===== src/rtl/count_loader_pkg.sv =====
// count_loader_pkg: shared types and constants for the count_loader sequencer.
package count_loader_pkg;

   // Sequencer states
   typedef enum logic [1:0] {
      S_IDLE = 2'd0,
      S_LOAD = 2'd1,
      S_RUN  = 2'd2,
      S_DONE = 2'd3
   } state_t;

   // Default counter data width
   localparam int W_DEF = 4;

   // Watchdog counter width
   localparam int WD_W = 8;

endpackage


===== src/rtl/count_loader_watchdog.sv =====
// count_watchdog: 8-bit RUN-cycle counter that flags when it sits on the limit.
module count_watchdog
   import count_loader_pkg::*;
(
   input  logic            i_clk,
   input  logic            i_rst,
   input  logic            i_clear,
   input  logic            i_enable,
   input  logic [WD_W-1:0] i_limit,
   output logic            o_expired
);

   logic [WD_W-1:0] r_cnt;

   // Count enabled cycles; clear has priority so each RUN phase starts at zero.
   always_ff @(posedge i_clk or posedge i_rst) begin
      if (i_rst) begin
         r_cnt <= '0;
      end else if (i_clear) begin
         r_cnt <= '0;
      end else if (i_enable) begin
         r_cnt <= r_cnt + 1'b1;
      end
   end

   assign o_expired = (r_cnt == i_limit);

endmodule


===== src/rtl/count_loader.sv =====
// count_loader: programs a loadable up-counter with a preset, then waits for
// the counter to reach a target value or for the watchdog to expire.
// Optional load verification on the first RUN edge is enabled by defining
// COUNT_LOADER_LOAD_CHECK_EN (adds the o_load_err port).
//
//   state  | meaning
//   -------+-----------------------------------------------------------
//   IDLE   | waiting for i_start; preset/target captured on accept
//   LOAD   | one cycle with o_load_out=1 driving the preset into the counter
//   RUN    | compare i_count_in against target every edge, watchdog running
//   DONE   | one cycle carrying the done/timeout/load_err pulse
module count_loader
   import count_loader_pkg::*;
#(
   parameter int W       = W_DEF,
   parameter int TIMEOUT = 32
)
(
   input  logic         i_clk,
   input  logic         i_rst,
   input  logic         i_start,
   input  logic [W-1:0] i_preset,
   input  logic [W-1:0] i_target,
   input  logic [W-1:0] i_count_in,
   output logic         o_load_out,
   output logic [W-1:0] o_data_out,
   output logic         o_busy,
   output logic         o_done,
   output logic         o_timeout
`ifdef COUNT_LOADER_LOAD_CHECK_EN
   ,
   output logic         o_load_err
`endif
);

   localparam logic [WD_W-1:0] WD_LIMIT = WD_W'(TIMEOUT - 1);

   state_t       r_state;
   logic [W-1:0] r_target;
   logic         w_match;
   logic         w_expired;
   logic         w_wd_clear;
   logic         w_wd_en;
   logic         w_load_bad;

   assign w_match    = (i_count_in == r_target);
   assign w_wd_clear = (r_state == S_LOAD);
   assign w_wd_en    = (r_state == S_RUN);

`ifdef COUNT_LOADER_LOAD_CHECK_EN
   logic r_first;

   // Marks the first RUN cycle, the only one where the loaded value is checked.
   always_ff @(posedge i_clk or posedge i_rst) begin
      if (i_rst) begin
         r_first <= 1'b0;
      end else begin
         r_first <= (r_state == S_LOAD);
      end
   end

   // o_data_out still holds the captured preset, so it doubles as the reference.
   assign w_load_bad = r_first && (i_count_in != o_data_out);

   // Load error pulse, registered alongside the RUN->DONE transition.
   always_ff @(posedge i_clk or posedge i_rst) begin
      if (i_rst) begin
         o_load_err <= 1'b0;
      end else begin
         o_load_err <= (r_state == S_RUN) && w_load_bad;
      end
   end
`else
   assign w_load_bad = 1'b0;
`endif

   count_watchdog u_watchdog (
      .i_clk     (i_clk),
      .i_rst     (i_rst),
      .i_clear   (w_wd_clear),
      .i_enable  (w_wd_en),
      .i_limit   (WD_LIMIT),
      .o_expired (w_expired)
   );

   // Sequencer FSM with registered outputs; load error beats match beats timeout.
   always_ff @(posedge i_clk or posedge i_rst) begin
      if (i_rst) begin
         r_state    <= S_IDLE;
         r_target   <= '0;
         o_load_out <= 1'b0;
         o_data_out <= '0;
         o_busy     <= 1'b0;
         o_done     <= 1'b0;
         o_timeout  <= 1'b0;
      end else begin
         o_done    <= 1'b0;
         o_timeout <= 1'b0;
         case (r_state)
            S_IDLE: begin
               if (i_start) begin
                  r_state    <= S_LOAD;
                  o_load_out <= 1'b1;
                  o_busy     <= 1'b1;
                  o_data_out <= i_preset;
                  r_target   <= i_target;
               end
            end
            S_LOAD: begin
               r_state    <= S_RUN;
               o_load_out <= 1'b0;
            end
            S_RUN: begin
               if (w_load_bad) begin
                  r_state <= S_DONE;
               end else if (w_match) begin
                  r_state <= S_DONE;
                  o_done  <= 1'b1;
               end else if (w_expired) begin
                  r_state   <= S_DONE;
                  o_timeout <= 1'b1;
               end
            end
            S_DONE: begin
               r_state <= S_IDLE;
               o_busy  <= 1'b0;
            end
            default: begin
               r_state <= S_IDLE;
            end
         endcase
      end
   end

endmodule


===== config.mk =====
export PLATFORM = sky130hd
export DESIGN_NAME = count_loader
export DESIGN_NICKNAME = d
export VERILOG_FILES = /design/src/rtl/count_loader_pkg.sv /design/src/rtl/count_loader_watchdog.sv /design/src/rtl/count_loader.sv
export SDC_FILE = /design/constraint.sdc
export NUM_CORES = 1
export LEC_CHECK = 0
export BUFFER_PORTS_ARGS = -buffer_cell sky130_fd_sc_hd__buf_2
export CAP_MARGIN = 10
export CORE_MARGIN = 2
export CORE_UTILIZATION = 52
export CTS_CLUSTER_SIZE = 10
export DETAILED_ROUTE_END_ITERATION = 8
export GPL_TIMING_DRIVEN = 1
export HOLD_SLACK_MARGIN = 0.12
export PLACE_DENSITY = 0.77
export SYNTH_ARGS = -nofsm -noshare
export SYNTH_HDL_FRONTEND = slang
export SYNTH_SLANG_ARGS = --single-unit

===== constraint.sdc =====
create_clock -name i_clk -period 1.6 [get_ports i_clk]
set_input_delay 0.16 -clock i_clk [delete_from_list [all_inputs] [get_ports i_clk]]
set_output_delay 0.16 -clock i_clk [all_outputs]
set_load 0.02 [all_outputs]

==> flow_metrics.tcl <==
set metrics [dict create \
    grt_use_total_pct 20.60 \
    slew_violations 0 \
    critical_path_buf_inv_count 1 \
    die_x_um 49.01 \
    drtAntennaViolNets 0 \
    crit_fanout 10 \
    postSynthCellCount 93 \
    worst_slack_ns 0.07686 \
    finalSetupViolCount 0 \
    hpwl_um 1416 \
    syn-mean-instance-area_um2 11.33 \
    synth_top_area_cell "dfrtp_1" \
    placed_area_mm2 0.001216 \
    tns_ns 0 \
    cts_tree "done" \
    dieArea_mm2 0.002402 \
    dp_slack_ns 0.009200 \
    die_h_um 49.01 \
    cp.required_ns 1.81 \
    cts_sinks 22 \
    grt-ovfl-total 0 \
    grt_pass1_wl_um 3670 \
    fin_area_mm2 0.001391 \
    p_per_area_mw_per_mm2 1858 \
    synth-seq-cells 22 \
    clock.fmax_ghz 0.6565 \
    worstHoldStart "i_start" \
    path_clk_slew_ns 0.13 \
    drtIter0Drc 22 \
    synth_edf_count 0 \
    r2r_start "r_state[0]$_DFFE_PP0P_" \
    synth_most_common_cell "dfrtp_1" \
    viasPerCell 5.293 \
    period_needed_ns 1.523 \
    grt_pass1_vias 820 \
    cp-end-kind "flop" \
    cts_buffers 3 \
    skew_ns 0.006191 \
    yosysUniqueCellTypes 26 \
    dr.pass1.iters 4 \
    hold_violations 0 \
    core_mm2 0.001942 \
    hold_class "input pin to flop" \
    clk_path_buf_depth 2 \
    cp_top_family "flip-flops" \
    start_kind "flop" \
    io_buffers 22 \
    yosys-top-cells-area "dfrtp_1 (52%), mux2_2 (8.6%), ha_1 (5.9%)" \
    grt_max_degree 23 \
    n_antenna_cell 0 \
    ios 23 \
    async_flop_share_pct 100.0 \
    final_net_count 151 \
    ys.warnings.count 0 \
    fp-row-count 16 \
    path_class "flop to flop" \
    status "finished clean" \
    cp_cell_sequence "inv_1 > ha_4 > nand2_1 > mux2_2" \
    startpoint "r_state[0]$_DFFE_PP0P_" \
    initial_utilization_pct 54.25 \
    area_growth_pct 32.07 \
    worstMarginPinSlew_ns 0.4185 \
    final_util_pct 71.65 \
    wirelength_um 2206 \
    rsz0062_at_grt "false" \
    syn_area_mm2 0.001054 \
    fin_crit_sh_pct 95.20 \
    ir_drop_mv 1.208 \
    drc_errors 0 \
    arrival_ns 1.73 \
    crit_slowest_cell "dfrtp_1" \
    clock_latency_ns 0.31 \
    wl_per_cell_um 14.05 \
    cts_max_level 1 \
    maxCapViolCount 0 \
    ys_seq_area_share_pct 52.26 \
    synthTopCellsByCount "dfrtp_1 (22), nand2_1 (11), mux2_2 (8)" \
    vias 831 \
    slew_headroom_pct 72.03 \
    root_buffer "clkbuf_4" \
    drive_gt1_share_pct 33.08 \
    synth_flop_cell "dfrtp_1" \
    cellLeakagePower_nw 0.6508 \
    place.gp.congestion 0.7954 \
    netlist.area_leader.share_pct 52.26 \
    slowest_delay_ns 0.41 \
    antenna_found_initial 0 \
    synth_nets 113 \
    post_cts_buffers 0 \
    hold_slack_ns 0.2978 \
]
[path summary, 6_finish.rpt]
| check | endpoint | slack [ns] | cells after the start |
|---|---|---|---|
| max reg2reg | o_data_out[1]$_DFFE_PP0P_ | 0.08 | 4 |
| min reg2reg | o_busy$_DFFE_PP0P_ | 0.49 | 2 |
| max | o_data_out[1]$_DFFE_PP0P_ | 0.08 | 4 |
| max in group asynchronous | u_watchdog.r_cnt[5]$_DFFE_PP0P_ | 0.97 | 4 |
| min in group asynchronous | r_target[1]$_DFFE_PP0P_ | 0.41 | 4 |
| min | o_load_out$_DFFE_PP0P_ | 0.30 | 5 |
[cells by family (layout without fill, tap and decap cells)]
family	count (synthesis)	after routing	synth area share, %
fa+ha+maj	5	5	5.938
compound gates	16	16	10.10
simple gates	27	27	13.18
buf+inv	6	43	2.138
flops	22	22	52.26
mux	11	11	11.40
xor+xnor	6	6	4.988
[sequential cells by signal, indices dropped and copies added, names as in the netlist]
| register | cells |
|---|---|
| o_load_out | 1 |
| r_target | 4 |
| o_timeout | 1 |
| o_done | 1 |
| o_busy | 1 |
| r_state | 2 |
| u_watchdog.r_cnt | 8 |
| o_data_out | 4 |
[metrics by stage]
step | instances | power (mW)
floorplan | 93 | 1.714
global placement | 144 | 2.004
detailed placement | 144 | 2.055
CTS | 157 | 2.497
global route | 157 | 2.775
finish | 157 | 2.585
[routing by layer]
metal | GRT usage (%) | up-vias | wire [um] | part of all wire, %
li1 | - | 401 | - | -
met4 | 9.048 | 0 | 57 | 2.6
met2 | 36.07 | 20 | 1136 | 51
met3 | 3.988 | 7 | 61 | 2.8
met1 | 24.49 | 403 | 951 | 43
met5 | 0 | - | 0 | 0
[power by group]
group / switching, mW / internal, mW
clock network: 0.174 / 0.253
logic: 0.685 / 0.534
registers: 0.164 / 0.775
total: 1.02 / 1.56
[cell usage in the layout, fill, tap and decap left out]
cell           netlist  final
buf_2                0     22
dfrtp_1             22     22
nand2_1             11     11
dlygate4sd3_1        0      9
mux2_2               8      8
o21ai_0              5      5
inv_1                5      5
a21oi_1              4      4
xor2_1               4      4
ha_1                 5      4
nor2_1               3      3
mux2i_1              3      3
o2bb2ai_1            3      3
clkbuf_4             0      3
buf_4                0      3
xnor2_1              2      2
nand2b_1             2      2
nand3_1              2      2
nor4_4               0      1
o41ai_2              1      1
nand4_1              1      1
nor4_2               1      1
o21ai_1              1      1
and2b_2              1      1
nor4_1               2      1
and2_1               1      1
or2b_1               1      1
a31oi_1              1      1
o31ai_1              1      1
nor3_1               2      1
nor3_2               0      1
ha_4                 0      1
bufinv_16            0      1
[worst register-to-register path: stages, from the launching register on]
cell and delay, ns:
dfrtp_1 0.41, inv_1 0.12, ha_4 0.18, nand2_1 0.32
mux2_2 0.40
[layout make-up]
cell class | instances | area [um2]
Clock buffer | 3 | 22.52
Clock inverter | 1 | 30.03
Sequential cell | 22 | 550.5
Timing Repair Buffer | 34 | 222.7
Inverter | 5 | 18.77
Tap cell | 27 | 33.78
Fill cell | 139 | 550.5
Multi-Input combinational cell | 65 | 513.0
[repair_timing]
item                       in CTS  in global routing
setup endpoints to repair       1                 13
hold endpoints to repair       30                  0
gates resized for setup         0                  4
pin swaps                       1                  0
hold buffers                    9                  0
Note: power is estimated with default switching activity, not from simulation.
